File: config.mk
export PLATFORM = sky130hd
export DESIGN_NAME = pixel_gen_multi_flat
export DESIGN_NICKNAME = d
export VERILOG_FILES = /design/src/rtl/pixel_gen_multi_if.sv /design/src/rtl/pixel_gen_multi.sv /design/src/flat_wrapper.sv
export SDC_FILE = /design/constraint.sdc
export NUM_CORES = 1
export LEC_CHECK = 0
export CAP_MARGIN = 0
export CORE_ASPECT_RATIO = 2
export CORE_MARGIN = 4
export CORE_UTILIZATION = 55
export CTS_BUF_LIST = sky130_fd_sc_hd__clkbuf_4 sky130_fd_sc_hd__clkbuf_8 sky130_fd_sc_hd__clkbuf_16
export CTS_CLUSTER_DIAMETER = 150
export DETAILED_ROUTE_END_ITERATION = 10
export PLACE_DENSITY_LB_ADDON = 0.12
export SYNTH_ARGS = -nofsm -noshare
export SYNTH_HDL_FRONTEND = slang
export SYNTH_SLANG_ARGS = --single-unit
File: constraint.sdc
create_clock -name clk_div -period 4.3 [get_ports clk_div]
set_input_delay 1.29 -clock clk_div [delete_from_list [all_inputs] [get_ports clk_div]]
set_output_delay 1.29 -clock clk_div [all_outputs]
set_load 0.01 [all_outputs]
File: src/rtl/pixel_gen_multi_if.sv
// Pixel-path bundle for pixel_gen_multi: sync-counter pixel inputs, game-state sprite positions, colour and collision outputs.
// The master side drives the pixel and game inputs. The slave side is the renderer.
interface pixel_gen_multi_if #(
    parameter int NUM_PIPES = 3
);
    logic [9:0]              pixel_x;
    logic [9:0]              pixel_y;
    logic                    video_on;
    logic [9:0]              bird_x;
    logic [9:0]              bird_y;
    logic [10*NUM_PIPES-1:0] pipe_x;
    logic [10*NUM_PIPES-1:0] pipe_gap_y;
    logic [NUM_PIPES-1:0]    pipe_en;
    logic [3:0]              red;
    logic [3:0]              green;
    logic [3:0]              blue;
    logic                    collision;
    logic                    frame_pulse;

    modport master (
        output pixel_x, pixel_y, video_on, bird_x, bird_y, pipe_x, pipe_gap_y, pipe_en,
        input  red, green, blue, collision, frame_pulse
    );

    modport slave (
        input  pixel_x, pixel_y, video_on, bird_x, bird_y, pipe_x, pipe_gap_y, pipe_en,
        output red, green, blue, collision, frame_pulse
    );
endinterface

File: src/rtl/pixel_gen_multi.sv
// Two-stage bird / N-pipe / ground pixel renderer with a per-frame collision flag; 2-clock latency, no backpressure.
// Optional COLLISION_FLASH_EN adds a frame counter that blinks the bird white while a collision is reported.
module pixel_gen_multi #(
    parameter int NUM_PIPES = 3,
    parameter int PIPE_W    = 40,
    parameter int GAP_H     = 80,
    parameter int BIRD_W    = 20,
    parameter int BIRD_H    = 20,
    parameter int SCREEN_H  = 480,
    parameter int GROUND_Y  = 440
) (
    input  logic              clk_div,
    input  logic              start,
    pixel_gen_multi_if.slave  vif
);

    localparam logic [10:0] PIPE_W_L   = 11'(PIPE_W);
    localparam logic [10:0] GAP_H_L    = 11'(GAP_H);
    localparam logic [10:0] BIRD_W_L   = 11'(BIRD_W);
    localparam logic [10:0] BIRD_H_L   = 11'(BIRD_H);
    localparam logic [10:0] SCREEN_H_L = 11'(SCREEN_H);
    localparam logic [10:0] GROUND_Y_L = 11'(GROUND_Y);

    localparam logic [11:0] RGB_BIRD   = 12'hF00;
    localparam logic [11:0] RGB_PIPE   = 12'h0F0;
    localparam logic [11:0] RGB_GROUND = 12'h840;
    localparam logic [11:0] RGB_BLACK  = 12'h000;

    // Edges are widened to 11 bits so right/bottom edges never wrap past 1023.
    logic [10:0] x_w;
    logic [10:0] y_w;
    logic [10:0] bird_l;
    logic [10:0] bird_r;
    logic [10:0] bird_t;
    logic [10:0] bird_b;

    assign x_w    = {1'b0, vif.pixel_x};
    assign y_w    = {1'b0, vif.pixel_y};
    assign bird_l = {1'b0, vif.bird_x};
    assign bird_t = {1'b0, vif.bird_y};
    assign bird_r = bird_l + BIRD_W_L;
    assign bird_b = bird_t + BIRD_H_L;

    logic [NUM_PIPES-1:0] chan_hit;

    for (genvar i = 0; i < NUM_PIPES; i++) begin : g_chan
        logic [10:0] pipe_l;
        logic [10:0] pipe_r;
        logic [10:0] gap_t;
        logic [10:0] gap_b;
        logic        in_cols;
        logic        in_upper;
        logic        in_lower;

        assign pipe_l   = {1'b0, vif.pipe_x[10*i +: 10]};
        assign pipe_r   = pipe_l + PIPE_W_L;
        assign gap_t    = {1'b0, vif.pipe_gap_y[10*i +: 10]};
        assign gap_b    = gap_t + GAP_H_L;
        assign in_cols  = (x_w >= pipe_l) && (x_w < pipe_r);
        assign in_upper = (y_w < gap_t);
        assign in_lower = (y_w >= gap_b) && (y_w < SCREEN_H_L);
        assign chan_hit[i] = in_cols && (in_upper || in_lower);
    end

    // Stage 1: per-pixel hit flags.
    logic bird_hit_d,   bird_hit_q;
    logic pipe_hit_d,   pipe_hit_q;
    logic ground_hit_d, ground_hit_q;
    logic vid_d,        vid_q;
    logic sof_d,        sof_q;

    always_comb begin
        bird_hit_d   = (x_w >= bird_l) && (x_w < bird_r) &&
                       (y_w >= bird_t) && (y_w < bird_b);
        pipe_hit_d   = |(chan_hit & vif.pipe_en);
        ground_hit_d = (y_w >= GROUND_Y_L) && (y_w < SCREEN_H_L);
        vid_d        = vif.video_on;
        sof_d        = (vif.pixel_x == 10'd0) && (vif.pixel_y == 10'd0);
    end

    // Stage 2: colour select and per-frame collision accumulation.
    logic [11:0] rgb_d,         rgb_q;
    logic        acc_d,         acc_q;
    logic        collision_d,   collision_q;
    logic        frame_pulse_d, frame_pulse_q;
    logic [11:0] bird_rgb;
    logic        hit_now;

`ifdef COLLISION_FLASH_EN
    logic [4:0] frame_cnt_d, frame_cnt_q;

    always_comb begin
        frame_cnt_d = frame_cnt_q;
        if (sof_q) begin
            frame_cnt_d = frame_cnt_q + 5'd1;
        end
        bird_rgb = (collision_q && frame_cnt_q[3]) ? 12'hFFF : RGB_BIRD;
    end

    always_ff @(posedge clk_div) begin
        if (start) begin
            frame_cnt_q <= 5'd0;
        end else begin
            frame_cnt_q <= frame_cnt_d;
        end
    end
`else
    assign bird_rgb = RGB_BIRD;
`endif

    always_comb begin
        hit_now       = vid_q && bird_hit_q && (pipe_hit_q || ground_hit_q);
        acc_d         = acc_q || hit_now;
        collision_d   = collision_q;
        frame_pulse_d = 1'b0;
        // A hit on the sof pixel itself still belongs to the frame that is closing.
        if (sof_q) begin
            collision_d   = acc_q || hit_now;
            frame_pulse_d = 1'b1;
            acc_d         = 1'b0;
        end

        rgb_d = RGB_BLACK;
        if (!vid_q) begin
            rgb_d = RGB_BLACK;
        end else if (bird_hit_q) begin
            rgb_d = bird_rgb;
        end else if (pipe_hit_q) begin
            rgb_d = RGB_PIPE;
        end else if (ground_hit_q) begin
            rgb_d = RGB_GROUND;
        end
    end

    always_ff @(posedge clk_div) begin
        if (start) begin
            bird_hit_q    <= 1'b0;
            pipe_hit_q    <= 1'b0;
            ground_hit_q  <= 1'b0;
            vid_q         <= 1'b0;
            sof_q         <= 1'b0;
            rgb_q         <= 12'h000;
            acc_q         <= 1'b0;
            collision_q   <= 1'b0;
            frame_pulse_q <= 1'b0;
        end else begin
            bird_hit_q    <= bird_hit_d;
            pipe_hit_q    <= pipe_hit_d;
            ground_hit_q  <= ground_hit_d;
            vid_q         <= vid_d;
            sof_q         <= sof_d;
            rgb_q         <= rgb_d;
            acc_q         <= acc_d;
            collision_q   <= collision_d;
            frame_pulse_q <= frame_pulse_d;
        end
    end

    assign vif.red         = rgb_q[11:8];
    assign vif.green       = rgb_q[7:4];
    assign vif.blue        = rgb_q[3:0];
    assign vif.collision   = collision_q;
    assign vif.frame_pulse = frame_pulse_q;

endmodule

File: src/flat_wrapper.sv
// flat-port wrapper written by rule: the top's interface ports become plain ports
module pixel_gen_multi_flat 
#(
    parameter int NUM_PIPES = 3,
    parameter int PIPE_W    = 40,
    parameter int GAP_H     = 80,
    parameter int BIRD_W    = 20,
    parameter int BIRD_H    = 20,
    parameter int SCREEN_H  = 480,
    parameter int GROUND_Y  = 440
)
  (clk_div, start, vif_pixel_x, vif_pixel_y, vif_video_on, vif_bird_x, vif_bird_y, vif_pipe_x, vif_pipe_gap_y, vif_pipe_en, vif_red, vif_green, vif_blue, vif_collision, vif_frame_pulse);
  pixel_gen_multi_if #(.NUM_PIPES(NUM_PIPES)) vif_i ();
  input  logic clk_div;
  input  logic start;
  input wire logic [$bits(vif_i.pixel_x)-1:0] vif_pixel_x;
  input wire logic [$bits(vif_i.pixel_y)-1:0] vif_pixel_y;
  input wire logic [$bits(vif_i.video_on)-1:0] vif_video_on;
  input wire logic [$bits(vif_i.bird_x)-1:0] vif_bird_x;
  input wire logic [$bits(vif_i.bird_y)-1:0] vif_bird_y;
  input wire logic [$bits(vif_i.pipe_x)-1:0] vif_pipe_x;
  input wire logic [$bits(vif_i.pipe_gap_y)-1:0] vif_pipe_gap_y;
  input wire logic [$bits(vif_i.pipe_en)-1:0] vif_pipe_en;
  output wire logic [$bits(vif_i.red)-1:0] vif_red;
  output wire logic [$bits(vif_i.green)-1:0] vif_green;
  output wire logic [$bits(vif_i.blue)-1:0] vif_blue;
  output wire logic [$bits(vif_i.collision)-1:0] vif_collision;
  output wire logic [$bits(vif_i.frame_pulse)-1:0] vif_frame_pulse;
  assign vif_i.pixel_x = vif_pixel_x;
  assign vif_i.pixel_y = vif_pixel_y;
  assign vif_i.video_on = vif_video_on;
  assign vif_i.bird_x = vif_bird_x;
  assign vif_i.bird_y = vif_bird_y;
  assign vif_i.pipe_x = vif_pipe_x;
  assign vif_i.pipe_gap_y = vif_pipe_gap_y;
  assign vif_i.pipe_en = vif_pipe_en;
  assign vif_red = vif_i.red;
  assign vif_green = vif_i.green;
  assign vif_blue = vif_i.blue;
  assign vif_collision = vif_i.collision;
  assign vif_frame_pulse = vif_i.frame_pulse;
  pixel_gen_multi #(.NUM_PIPES(NUM_PIPES), .PIPE_W(PIPE_W), .GAP_H(GAP_H), .BIRD_W(BIRD_W), .BIRD_H(BIRD_H), .SCREEN_H(SCREEN_H), .GROUND_Y(GROUND_Y)) u_core (.clk_div(clk_div), .start(start), .vif(vif_i));
endmodule
; Word-level counts from Yosys, hierarchy flattened
; Index checks and enable logic that the tools add are counted.
[word_totals]
reg_bits = 20
inputBits = 106
output_inout_bits = 14
wordCells = 71
[classes]
add_sub_neg = 8
order_cmp = 18
muxes = 4
bitwise = 2
n_reduce_logical = 28
[ops]
columns = op, count
row1 = 10-bit by 11-bit less-than comparator with 1-bit output, 5
row2 = 10-bit greater-or-equal comparator, 5
row3 = 12-bit 2-to-1 mux, 3
row4 = "10-bit by 6-bit adder with 11-bit output, second input constant", 3
row5 = "10-bit by 7-bit adder with 11-bit output, second input constant", 3
row6 = 10-bit by 11-bit greater-or-equal comparator with 1-bit output, 3
row7 = 10-bit less-than comparator, 3
row8 = "10-bit by 5-bit adder with 11-bit output, second input constant", 2
row9 = 10-bit logical NOT, 2
row10 = 1-bit logical AND, 16
row11 = "10-bit by 9-bit greater-or-equal comparator with 1-bit output, second input constant", 1
row12 = "10-bit by 9-bit less-than comparator with 1-bit output, second input constant", 1
row13 = 3-bit OR reduction, 2
row14 = 1-bit logical OR, 5
row15 = 2-bit OR reduction, 2
row16 = 4-bit OR reduction, 1
row17 = 3-bit bitwise AND, 1
row18 = 1-bit 2-to-1 mux, 1
row19 = 1-bit inverter, 1

; Depth between registers and ports, before layout
[depth]
ltp_word = 7
depth_mapped = 11
ltp_nobuf = 11

; Worst setup path before layout
; Ideal clock, no wire load.
[synth_timing]
kind = input -> register
start = input vif_pipe_gap_y[14]
end = register u_core.pipe_hit_q
setup_time_ns = 0.125
arrival_ns = 2.766
required_time_ns = 4.175
slack_ns = 1.409
cell_stages = 9
path_buffers = 0
path_cell_list = ha_1 -> o21ai_0 -> xnor2_1 -> ha_1 -> a211oi_1 -> o211a_1 -> o221ai_1 -> o211ai_1 -> a31oi_1
[synth_via]
elab_chain_cells = 7
word_cells_on_any_way = 8
classes_between = 1 x add/sub / 2 x order compare / 1 x bitwise / 4 x reduce/logical
[synth_lines]
columns = element, line_no
row1 = from (decl), flat_wrapper.sv:22  ; input wire logic [$bits(vif_i.pipe_gap_y)-1:0] vif_pipe_gap_y;
row2 = 10-bit by 7-bit adder with 11-bit output, pixel_gen_multi.sv:58  ; assign gap_b = gap_t + GAP_H_L;
row3 = 10-bit by 11-bit greater-or-equal comparator with 1-bit output, pixel_gen_multi.sv:61  ; assign in_lower = (y_w >= gap_b) && (y_w < SCREEN_H_L);
row4 = 1-bit logical AND, pixel_gen_multi.sv:61
row5 = 1-bit logical OR *, pixel_gen_multi.sv:62  ; assign chan_hit[i] = in_cols && (in_upper || in_lower);
row6 = 1-bit logical AND *, pixel_gen_multi.sv:62
row7 = 3-bit bitwise AND *, pixel_gen_multi.sv:75  ; pipe_hit_d = |(chan_hit & vif.pipe_en);
row8 = 3-bit OR reduction *, pixel_gen_multi.sv:75
row9 = to (signal assigned), pixel_gen_multi.sv:148  ; pipe_hit_q <= pipe_hit_d;
row10 = to (decl), pixel_gen_multi.sv:67  ; logic pipe_hit_d, pipe_hit_q;
; Every way passes the cells marked *; elsewhere a longest branch is shown, timed or not.
; A chain may end at the register's enable or synchronous reset.

; Worst setup path in the final report
[layout_timing]
start = input vif_pipe_x[3]
end = register u_core.pipe_hit_q
[layout_via]
elab_chain_cells = 6
word_cells_on_any_way = 7
classes_between = 1 x add/sub / 2 x order compare / 1 x bitwise / 3 x reduce/logical
[layout_lines]
columns = element, line_no
row1 = from (decl), flat_wrapper.sv:21  ; input wire logic [$bits(vif_i.pipe_x)-1:0] vif_pipe_x;
row2 = 10-bit by 6-bit adder with 11-bit output, pixel_gen_multi.sv:56  ; assign pipe_r = pipe_l + PIPE_W_L;
row3 = 10-bit by 11-bit less-than comparator with 1-bit output, pixel_gen_multi.sv:59  ; assign in_cols = (x_w >= pipe_l) && (x_w < pipe_r);
row4 = 1-bit logical AND *, pixel_gen_multi.sv:59
row5 = 1-bit logical AND *, pixel_gen_multi.sv:62
row6 = 3-bit bitwise AND *, pixel_gen_multi.sv:75
row7 = 3-bit OR reduction *, pixel_gen_multi.sv:75
; Marked as above.

==> flow_metrics.py <==
metrics = {
    "routing": {
        "drtIter0Drc": 123,
        "detail_route.wirelength_um": 12500,
        "postRouteAntennaNets": 0,
        "routedWlPerCell_um": 16.0,
        "drc": 0,
        "viasPerCell": 5.90,
        "vias": 4617,
        "first_pass_iters": 4,
    },
    "yosys": {
        "synthFlopType": "dfxtp_1",
        "synth_top_area_share_pct": 40.5,
        "synth_cells": 565,
        "ys_top_cells_by_area": "ha_1 (40%), inv_1 (7.6%), xnor2_1 (6.1%)",
        "ys_ff_latch": 12,
        "netlist_area_um2": 4420,
        "yosysWarnings": 0,
        "ys_async_sr_fraction_pct": 0,
        "synth_edf_count": 0,
        "syn_area_per_cell_um2": 7.82,
        "synth_area_leader_cell": "ha_1",
        "ys_seq_area_share_pct": 5.44,
        "ys_types": 49,
    },
    "status": {
        "status": "complete, no violations",
    },
    "clocking": {
        "post_cts.repair.setup_buffers": 0,
        "insertion_delay_ns": 0.25,
        "root_buffer": "clkbuf_16",
        "cts_max_level": 1,
        "cts_made_buffers": 3,
        "ctsHoldBuffers": 0,
        "clk_pin_slew_ns": 0.05,
        "cts_buffer_depth": 2,
        "cts_tree": "yes",
        "cts.sinks": 12,
        "cts_resized": 0,
    },
    "critical_path": {
        "r2r_start": "u_core.pipe_hit_q",
        "reg2reg_depth": 3,
        "crit_path_end_kind": "register",
        "cp_max_fo": 4,
        "cp.required_ns": 4.47,
        "start_kind": "input pin",
        "worst_r2r_endpoint": "u_core.vif.collision",
        "worstPathArrival_ns": 3.69,
        "reg2reg_slack_ns": 3.20,
        "criticalPathCategory": "input pin to register",
        "startpoint": "vif_pipe_x[3]",
    },
    "floorplan": {
        "rows": 46,
        "core_area_um2": 7890,
        "die_y_um": 135,
        "io_pins": 120,
        "design.die.area_um2": 9620,
        "start_util_pct": 56.0,
        "die_w_um": 71.4,
    },
    "timing": {
        "rsz0062_at_grt": "false",
        "worst_clock_skew_ns": 0.0119,
        "final-hold-violation-count": 0,
        "tns_ns": 0,
        "setup-violations-final": 0,
        "drv_slew": 0,
        "finalCritPeriodShare_pct": 81.9,
        "worst_pin_slew_ns": 0.573,
        "setup_slack_ns": 0.777,
        "min_period_ns": 3.52,
        "slew_headroom_pct": 61.7,
        "max_freq_mhz": 284,
        "whs_ns": 0.477,
    },
    "finish": {
        "fillers": 664,
        "layout_common_cells": "ha_1 (143), clkdlybuf4s50_1 (115), inv_1 (89)",
        "final_common_cell": "ha_1",
        "multi_input_area_um2": 3790,
        "layout-drive-gt1-share_pct": 2.33,
        "n_antenna_cell": 0,
        "nets": 936,
        "seq_area_um2": 240,
        "area_growth_pct": 30.9,
    },
    "power_and_ir_drop": {
        "ir_worst_vdd_mv": 0.157,
        "pwr-share-clk_pct": 22.3,
        "net-switching-power_uw": 332,
        "intPower_uw": 539,
        "p_seq_share_pct": 13.4,
        "pwr-share-comb_pct": 64.3,
        "power_density_nw_per_um2": 151,
        "switching_share_pct": 38.1,
        "p_leak_uw": 0.00283,
    },
    "global_route": {
        "grt-busiest-layer": "met2",
        "grt_use_met3_pct": 2.24,
        "grt_pass1_vias": 4867,
        "grt_max_degree": 12,
        "met1_usage_pct": 21.4,
        "grt_first_pass_wirelength_um": 19900,
        "grt-ovfl-total": 0,
        "grtUsageTotal_pct": 25.2,
        "antenna_found_initial": 0,
        "grt_use_met2_pct": 50.3,
    },
    "min_path": {
        "holdPathStages": 1,
        "min_from": "u_core.sof_q",
        "min_to": "u_core.acc_q",
        "hold_path_class": "register to register",
    },
    "placement": {
        "dp_hpwl_um": 11000,
        "place_congestion": 0.938,
        "port_buffers": 115,
        "post-place-ws_ns": 0.552,
    },
    "flow_run": {
        "drv_cap": 0,
    },
}
[logic make-up (layout without fill, tap and decap cells)]
kind of cell	count (synthesis)	after routing	synth area share, %
other cells	1	4	0.0849
flops	12	12	5.44
compound gates	163	163	24.2
simple gates	110	110	13.1
buf+inv	97	215	8.92
fa+ha+maj	143	143	40.5
xor+xnor	39	39	7.73
[Yosys cell counts, types with 3 or more instances]
cell and n:
ha_1 143, a22oi_1 4, o21ai_0 38, dfxtp_1 12
a2111oi_0 3, nand4_1 4, nor2b_1 8, o21a_1 10
nand2b_1 15, xnor2_1 31, xor2_1 8, a21oi_1 40
a31oi_1 5, nand2_1 18, a21o_1 16, o211ai_1 11
nor3b_1 3, nor3_1 17, o2111ai_1 8, a211oi_1 6
inv_1 89, nor2_1 20, buf_4 8, o21ai_1 3
nor4_1 8, nand3_1 7
[state kept, by name, indices dropped and copies added, names as in the netlist]
name / cells
u_core.acc_q: 1
u_core.bird_hit_q: 1
u_core.ground_hit_q: 1
u_core.pipe_hit_q: 1
u_core.rgb_q: 4
u_core.sof_q: 1
u_core.vid_q: 1
u_core.vif.collision: 1
u_core.vif.frame_pulse: 1
[metrics by stage]
| step | instance area, µm² | utilization, % | power (µW) | cells |
|---|---|---|---|---|
| 5_1_grt | 5780 | 73.3 | 951 | 782 |
| 4_1_cts | 5780 | 73.3 | 873 | 782 |
| 3_5_place_dp | 5690 | 72.2 | 675 | 778 |
| 6_report | 5780 | 73.3 | 871 | 782 |
| 2_1_floorplan | 4430 | - | 445 | 568 |
| 3_3_place_gp | 5690 | 72.2 | 652 | 778 |
[power by group through the flow]
stage               logic (µW)  clock network (µW)  registers, µW
floorplan                  327                   0            118
global placement           533                   0            119
detailed placement         556                   0            119
CTS                        561                 195            117
global route               632                 202            117
finish                     560                 195            117
[final cells by class]
type	instances	share of cell area, %
Inverter	89	5.78
Timing Repair Buffer	122	20.8
Clock buffer	4	1.54
Multi-Input combinational cell	459	65.6
Sequential cell	12	4.15
Tap cell	96	2.08
[worst max-delay path, cell delays in order]
cell	delay (ns)
clkdlybuf4s50_1	0.52
ha_1	0.19
o21ai_0	0.12
or3_1	0.35
xnor2_1	0.13
ha_1	0.19
nor3_1	0.13
nand3_1	0.09
o21ai_0	0.33
o211ai_1	0.16
a31oi_1	0.18
[worst max-delay path by stage]
stage | endpoint | slack, ns | cells past startpoint
after floorplan | u_core.pipe_hit_q | 1.41 | 9
after detailed placement | u_core.pipe_hit_q | 0.55 | 11
final | u_core.pipe_hit_q | 0.78 | 11
after CTS | u_core.pipe_hit_q | 0.80 | 11
after global placement | u_core.pipe_hit_q | 0.61 | 11
after global routing | u_core.pipe_hit_q | 0.66 | 11
[metal layers]
| layer | vias up | part of all wire (%) |
|---|---|---|
| met1 | 2108 | 33 |
| met5 | - | 0 |
| met4 | 0 | 7.3 |
| met3 | 65 | 4.1 |
| li1 | 2287 | - |
| met2 | 157 | 56 |
No activity file was read; power rests on OpenSTA's default activity.
